[config.mk]
export PLATFORM = sky130hd
export DESIGN_NAME = z80_io_responder
export DESIGN_NICKNAME = d
export VERILOG_FILES = /design/src/rtl/z80_io_responder.sv
export SDC_FILE = /design/constraint.sdc
export NUM_CORES = 1
export LEC_CHECK = 0
export CORE_ASPECT_RATIO = 0.8
export CORE_MARGIN = 4
export CORE_UTILIZATION = 48
export CTS_CLUSTER_DIAMETER = 120
export DETAILED_ROUTE_END_ITERATION = 7
export GPL_TIMING_DRIVEN = 0
export PLACE_DENSITY = 0.75
export SYNTH_ARGS = -nofsm -noshare
export SYNTH_HDL_FRONTEND = slang
export SYNTH_SLANG_ARGS = --single-unit
[constraint.sdc]
create_clock -name CLK_24MHz -period 1.75 [get_ports CLK_24MHz]
set_clock_uncertainty 0.05 [all_clocks]
set_input_delay 0.35 -clock CLK_24MHz [delete_from_list [all_inputs] [get_ports CLK_24MHz]]
set_output_delay 0.35 -clock CLK_24MHz [all_outputs]
set_load 0.005 [all_outputs]
[src/rtl/z80_io_responder.sv]
// z80_io_responder: Z80 I/O target for page/ctrl/vector ports with a timer and UART IM2 interrupt source
module z80_io_responder #(
    parameter logic [7:0] PAGE_PORT = 8'h7F,
    parameter logic [7:0] CTRL_PORT = 8'h7E,
    parameter logic [7:0] VEC_PORT  = 8'h7D,
    parameter int         TICK_DIV  = 480000
) (
    input  logic       CLK_24MHz,
    input  logic       RES,
    input  logic       IORQ,
    input  logic       RD,
    input  logic       WR,
    input  logic       M1,
    input  logic [7:0] A_LO,
    input  logic [7:0] D_IN,
    output logic [7:0] D_OUT,
    output logic       D_OE,
    output logic [4:0] PAGE,
    output logic       INT,
    input  logic       U_INT
);
    logic [1:0]  iorq_q, rd_q, wr_q, m1_q, uint_q, fill;
    logic        armed, io_wr_q, io_rd_q, inta_q;
    logic        en_tmr, en_uart, tmr_pend;
    logic [5:0]  vbase;
    logic [18:0] cnt;
    logic        io_wr, io_rd, inta, wr_edge, rd_edge, ack_edge;
    logic        tick, uart_pend, rd_hit, wr_page, wr_ctrl, wr_vec;
    logic [7:0]  rd_val;
    always_comb begin
        io_wr     = !iorq_q[1] && !wr_q[1] && m1_q[1];
        io_rd     = !iorq_q[1] && !rd_q[1] && m1_q[1];
        inta      = !iorq_q[1] && !m1_q[1];
        wr_edge   = armed && io_wr && !io_wr_q;
        rd_edge   = armed && io_rd && !io_rd_q && !io_wr;
        ack_edge  = armed && inta && !inta_q;
        wr_page   = wr_edge && (A_LO == PAGE_PORT);
        wr_ctrl   = wr_edge && (A_LO == CTRL_PORT);
        wr_vec    = wr_edge && (A_LO == VEC_PORT);
        tick      = cnt == 19'(TICK_DIV - 1);
        uart_pend = uint_q[1] && en_uart;
        rd_hit    = (A_LO == PAGE_PORT) || (A_LO == CTRL_PORT) || (A_LO == VEC_PORT);
        rd_val    = (A_LO == PAGE_PORT) ? {3'b000, PAGE} :
                    (A_LO == CTRL_PORT) ? {tmr_pend, uart_pend, 4'b0000, en_uart, en_tmr} :
                                          {vbase, 2'b00};
    end
    // armed stays low until IORQ is seen high with the synchronisers refilled,
    // so a strobe still held across reset release never counts as an access
    always_ff @(posedge CLK_24MHz or posedge RES)
        if (RES) begin
            iorq_q  <= 2'b11;
            rd_q    <= 2'b11;
            wr_q    <= 2'b11;
            m1_q    <= 2'b11;
            uint_q  <= 2'b00;
            fill    <= 2'b00;
            armed   <= 1'b0;
            io_wr_q <= 1'b0;
            io_rd_q <= 1'b0;
            inta_q  <= 1'b0;
        end else begin
            iorq_q  <= {iorq_q[0], IORQ};
            rd_q    <= {rd_q[0], RD};
            wr_q    <= {wr_q[0], WR};
            m1_q    <= {m1_q[0], M1};
            uint_q  <= {uint_q[0], U_INT};
            fill    <= {fill[0], 1'b1};
            armed   <= armed || (fill[1] && iorq_q[1]);
            io_wr_q <= io_wr;
            io_rd_q <= io_rd;
            inta_q  <= inta;
        end
    always_ff @(posedge CLK_24MHz or posedge RES)
        if (RES) begin
            PAGE     <= 5'd0;
            en_tmr   <= 1'b0;
            en_uart  <= 1'b0;
            tmr_pend <= 1'b0;
            vbase    <= 6'h3F;
            cnt      <= 19'd0;
            INT      <= 1'b1;
            D_OUT    <= 8'h00;
            D_OE     <= 1'b0;
        end else begin
            cnt      <= tick ? 19'd0 : cnt + 19'd1;
            PAGE     <= wr_page ? D_IN[4:0] : PAGE;
            en_tmr   <= wr_ctrl ? D_IN[0] : en_tmr;
            en_uart  <= wr_ctrl ? D_IN[1] : en_uart;
            vbase    <= wr_vec ? D_IN[7:2] : vbase;
            tmr_pend <= (tick && en_tmr) || (tmr_pend && !(wr_ctrl && D_IN[7]) && !ack_edge);
            INT      <= !(tmr_pend || uart_pend);
            if (rd_edge && rd_hit) begin
                D_OUT <= rd_val;
                D_OE  <= 1'b1;
            end else if (ack_edge) begin
                D_OUT <= {vbase, !tmr_pend, 1'b0};
                D_OE  <= 1'b1;
            end else if (io_wr || !(io_rd || inta)) begin
                D_OE  <= 1'b0;
            end
        end
endmodule

After elaboration in Yosys (flattened, before gate mapping)
Index checks and enable logic that the tools add are counted.
{"block": "word_totals", "register_bits": 59, "in_bits": 23, "output_inout_bits": 15}
{"block": "op_classes", "addsub": 1, "n_eq_ne": 4, "mux": 8, "reduce_logical": 44}
{"cell": "$mux 8", "n": 4}
{"cell": "$eq 8x7->1 const B", "n": 3}
{"cell": "$logic_and 1x1->1", "n": 22}
{"cell": "$add 19x1->19 const B", "n": 1}
{"cell": "$eq 19x19->1 const B", "n": 1}
{"cell": "$mux 19", "n": 1}
{"cell": "$logic_not 1->1", "n": 13}
{"cell": "$logic_or 1x1->1", "n": 7}
{"cell": "$mux 1", "n": 3}
{"cell": "$reduce_bool 3->1", "n": 1}
{"cell": "$reduce_bool 2->1", "n": 1}

Logic depth before layout (Yosys ltp)
{"block": "logic_depth", "depth_word": 11, "mapped_depth": 6, "ltp_nobuf": 5}

Worst setup path after synthesis
No wires, ideal clock.
{"block": "synth_timing", "path_type": "register -> register", "start": "reg cnt[0]", "end": "reg cnt[18]", "setup_time_ps": 73, "arrival_ps": 1732, "required_time_ps": 1627, "path_slack_ps": -105, "path_stages_with_launch": 6, "n_path_buf": 0, "period_less_slack_ps": 1855, "cell_sequence": "dfrtp_1 ha_1 nand3_2 or4_4 or3_1 a21oi_2"}
{"block": "synth_via", "elab_chain_len": 2, "elab_cells_between_ends": 3, "cone_classes": "add/sub: 1; eq/ne: 1; mux: 1"}
{"item": "start: declaration", "line": "26", "rtl": "logic [18:0] cnt;"}
{"item": "start signal: assignment", "line": "85", "rtl": "cnt <= tick ? 19'd0 : cnt + 19'd1;"}
{"item": "$add 19x1->19 / $eq 19x19->1 (equally long branches)", "line": "85, 40"}
{"item": "$mux 19 (*)", "line": "85"}
Every way passes the cells marked *; elsewhere a longest branch is shown, timed or not.
A chain may end at the register's enable or synchronous reset.

Worst setup path after layout
{"block": "layout_timing", "start": "reg cnt[8]", "end": "reg tmr_pend"}
{"block": "layout_via", "elab_chain_len": 3}
{"item": "$eq 19x19->1", "line": "40", "rtl": "tick = cnt == 19'(TICK_DIV - 1);"}
{"item": "$logic_and 1x1->1", "line": "90", "rtl": "tmr_pend <= (tick && en_tmr) || (tmr_pend && !(wr_ctrl && D_IN[7]) && !ack_edge);"}
{"item": "$logic_or 1x1->1", "line": "90"}
{"item": "end signal: assignment", "line": "90"}
{"item": "end: declaration", "line": "24", "rtl": "logic en_tmr, en_uart, tmr_pend;"}
No other way between the ends.

==> out/results.txt <==
Outcome - finished with violations
Violations in the final reports - negative setup slack
First-pass GRT wire length - 8.631 mm
Count of buffers inserted at the top-level ports - 36
Std cell rows - 23
Sequential cell area fraction in the yosys report - 0.5951
Final total negative setup slack - -0.07814 ns
Share of the core filled with cells in the final layout - 0.6974
Floorplan die area - 6463 um^2
Post-layout instance count excluding filler cells - 339
Mapped Nets - 229
Kind of capture point of the worst setup path - flip-flop
Number of synthesized flops with an enable pin - 0
Area growth from synthesis to layout - 39.79%
Die outline height - 72.71 um
Total overflow reported by the global router - 0
Largest cells by area after synthesis - sky130_fd_sc_hd__dfrtp_1, sky130_fd_sc_hd__dfstp_2, sky130_fd_sc_hd__mux2_2
Minimum setup slack in the final design - -0.02251 ns
Share of layout cells above drive strength 1 - 0.3863
Top-area cell type share of the netlist area - 0.4382
Core region area - 5036 um^2
Post-route cell area - 3512 um^2
Post-place setup slack - -0.4414 ns
Overall track demand over capacity in global routing - 0.1805
X dimension of the die - 88.89 um
Most frequently used cell type in the post-synthesis netlist - sky130_fd_sc_hd__dfrtp_1
Post-layout nets - 296
Clock-pin slew on the worst setup and hold paths - 0.07 ns
Xor-xnor portion of the synthesized cell area - 0.04880
Top flip-flop cell by instance count after synthesis - sky130_fd_sc_hd__dfrtp_1
Initial standard-cell utilization of the core - 0.4989
Final wirelength - 5.606 mm
I/O pin count - 38
Combinational family with the most area after synthesis - simple AND/OR/NAND/NOR gates
Unique cell type count in the Yosys netlist - 50
Share of synthesized flip-flops with an asynchronous set or reset - 1.000
Number of DRC markers after the initial detailed-route iteration - 108
Area leader, netlist - sky130_fd_sc_hd__dfrtp_1
Worst hold slack - 0.3009 ns
Area fraction in compound gates after synthesis - 0.06424
Worst reg-to-reg setup slack - -0.02 ns
Count of final hold-check violations - 0
Origin of the critical flop-to-flop path - cnt[8]
Capturing point of the worst reg2reg path - tmr_pend
Number of fill cells - 353
Top cell types by occurrence after synthesis - sky130_fd_sc_hd__dfrtp_1, sky130_fd_sc_hd__nor2_1, sky130_fd_sc_hd__dfstp_2, sky130_fd_sc_hd__mux2_2, sky130_fd_sc_hd__nand2_1
Summed instance area of the synthesized netlist - 2512 um^2
Worst Setup Path Type - flip-flop to flip-flop
Max rail drop VDD - 620.8 uV
Antenna-violating nets left - 0
Diodes inserted - 0
Setup repair after global routing missed its margin - true
Sinks on the clock net - 59
Vias - 1892
Hold-fix buffer count after cts - 0
CP max FO - 4
Maximum clock rate - 564.2 MHz
Number of failing setup endpoints in the final timing report - 7
Routability cong. - 0.8341
Count of max-cap constraint violations - 0
Synth Instances - 205
Arrival time at the worst endpoint - 1.99 ns
Antenna violations before repair - 0
Multiplexer area fraction after synthesis - 0.06624
Average via count per standard cell - 5.581
Post-Syn Area per Cell - 12.26 um^2
Max-slew violation total from the final report - 0
Final Total Pwr - 2.809 mW
Number of placed instances, taps included - 303
Post-DP HPWL - 3.500 mm
Part of the cycle the worst path needs - 1.013
Worst r2r path cells - 5
Maximum count of clock buffers along a single path - 2
Synth Area in Simple Gates - 0.2102
Clock network latency to the later pin of the worst-skew pair - 0.34 ns
Power density over the cells - 799.7 nW/um^2
Cts bufs inserted - 9
Startpoint type of the worst setup path - flip-flop
Number of global-route vias before repair - 1783
Clock tree from TritonCTS - built
Leakage power summed over all cells - 1.495 nW
Pre-Repair DR Iteration Count - 5
Final min period - 1.773 ns
Maximum number of pins on one net before global-route repair - 60
Detailed-route DRC error count - 0
Class of the worst hold path - input port to asynchronous set/reset pin
H-tree depth - 3
Post-place instance area - 2983 um^2
Clock root buffer - sky130_fd_sc_hd__clkbuf_8
Synthesis warning total - 0
Data required time at the worst endpoint - 1.96 ns
Post-Synth Adder-Cell Area - 0.004980
Post-synthesis sequential element count - 59
Average detailed-routed wire length per instance - 16.54 um
-- worst max-delay path: stages, from the launching register on --
cell and delay (ns):
sky130_fd_sc_hd__dfrtp_2 0.45, sky130_fd_sc_hd__or4b_4 0.54, sky130_fd_sc_hd__nor4_4 0.19, sky130_fd_sc_hd__and2b_2 0.23
sky130_fd_sc_hd__buf_4 0.13, sky130_fd_sc_hd__o2bb2ai_1 0.11
-- where the power goes --
group / switching, mW / leakage [nW] / internal [mW]
sequential: 0.0221 / 0.724 / 1.40
combinational: 0.0789 / 0.676 / 0.100
clock: 0.554 / 0.0950 / 0.650
-- timing repair --
item	CTS	global route
resized for setup	21	25
setup buffers	7	12
pin swaps	5	7
hold endpoints to repair	0	0
cloned	0	1
endpoints found under the setup margin	33	24
-- cells by family (layout without fill, tap and decap cells) --
family,after synthesis,after routing
adders and majority gates,1,1
DFF,59,59
xor gates and xnor gates,14,14
muxes,15,15
buffers and inverters,5,77
and+or+nand+nor,89,89
other,1,1
AOI/OAI and AO/OA,21,21
-- layer usage --
layer / up-vias / track usage / routed length, um
met2: 60 / 0.2801 / 2750
li1: 887 / - / -
met5: - / 0 / 0
met3: 7 / 0.06208 / 380
met4: 0 / 0.07047 / 66
met1: 938 / 0.2329 / 2409
-- final cells by class --
cell class	count	area, um^2	share of cell area
sequential	59	1506	0.4289
multi-input combinational	141	1169	0.3327
timing repair buffer	57	540.5	0.1539
clock buffer	9	123.9	0.03527
tap	62	77.57	0.02209
clock inverter	7	68.82	0.01959
buffer	2	15.01	0.004275
inverter	2	11.26	0.003206
-- how the worst max path moves through the flow --
stage	startpoint	to	slack (ns)	cells past startpoint
finish	cnt[8]	tmr_pend	-0.02	5
global route	cnt[8]	tmr_pend	-0.08	5
CTS	cnt[0]	tmr_pend	0.008	7
detailed placement	A_LO[3]	PAGE[2]	-0.44	5
global placement	A_LO[3]	en_tmr	-0.43	5
floorplan	cnt[0]	cnt[18]	-0.05	5
-- layout by cell type (no fill, tap or decap), types with 3 or more instances in the layout --
cell                               n
sky130_fd_sc_hd__dfrtp_2           9
sky130_fd_sc_hd__buf_4            17
sky130_fd_sc_hd__buf_6             4
sky130_fd_sc_hd__nor2_2            4
sky130_fd_sc_hd__nand3_4           3
sky130_fd_sc_hd__a21oi_1           3
sky130_fd_sc_hd__dfrtp_1          35
sky130_fd_sc_hd__dfstp_2          15
sky130_fd_sc_hd__nor2b_1           3
sky130_fd_sc_hd__clkdlybuf4s50_1  35
sky130_fd_sc_hd__xnor2_1           4
sky130_fd_sc_hd__nor3_1            4
sky130_fd_sc_hd__nand2_1          13
sky130_fd_sc_hd__mux2_2           12
sky130_fd_sc_hd__nor2_1           15
sky130_fd_sc_hd__xor2_1           10
sky130_fd_sc_hd__nand4_1           7
sky130_fd_sc_hd__clkinvlp_4        3
sky130_fd_sc_hd__nand3_1           5
sky130_fd_sc_hd__clkinv_2          3
sky130_fd_sc_hd__clkbuf_8          9
sky130_fd_sc_hd__a221o_1           5
-- state kept, by name, summed over array words and instances, names as in the netlist, 2 cells and up --
register,cells
D_OUT,8
PAGE,5
vbase,6
rd_q,2
uint_q,2
cnt,19
wr_q,2
fill,2
m1_q,2
iorq_q,2
(Power assumes the default switching activity.)
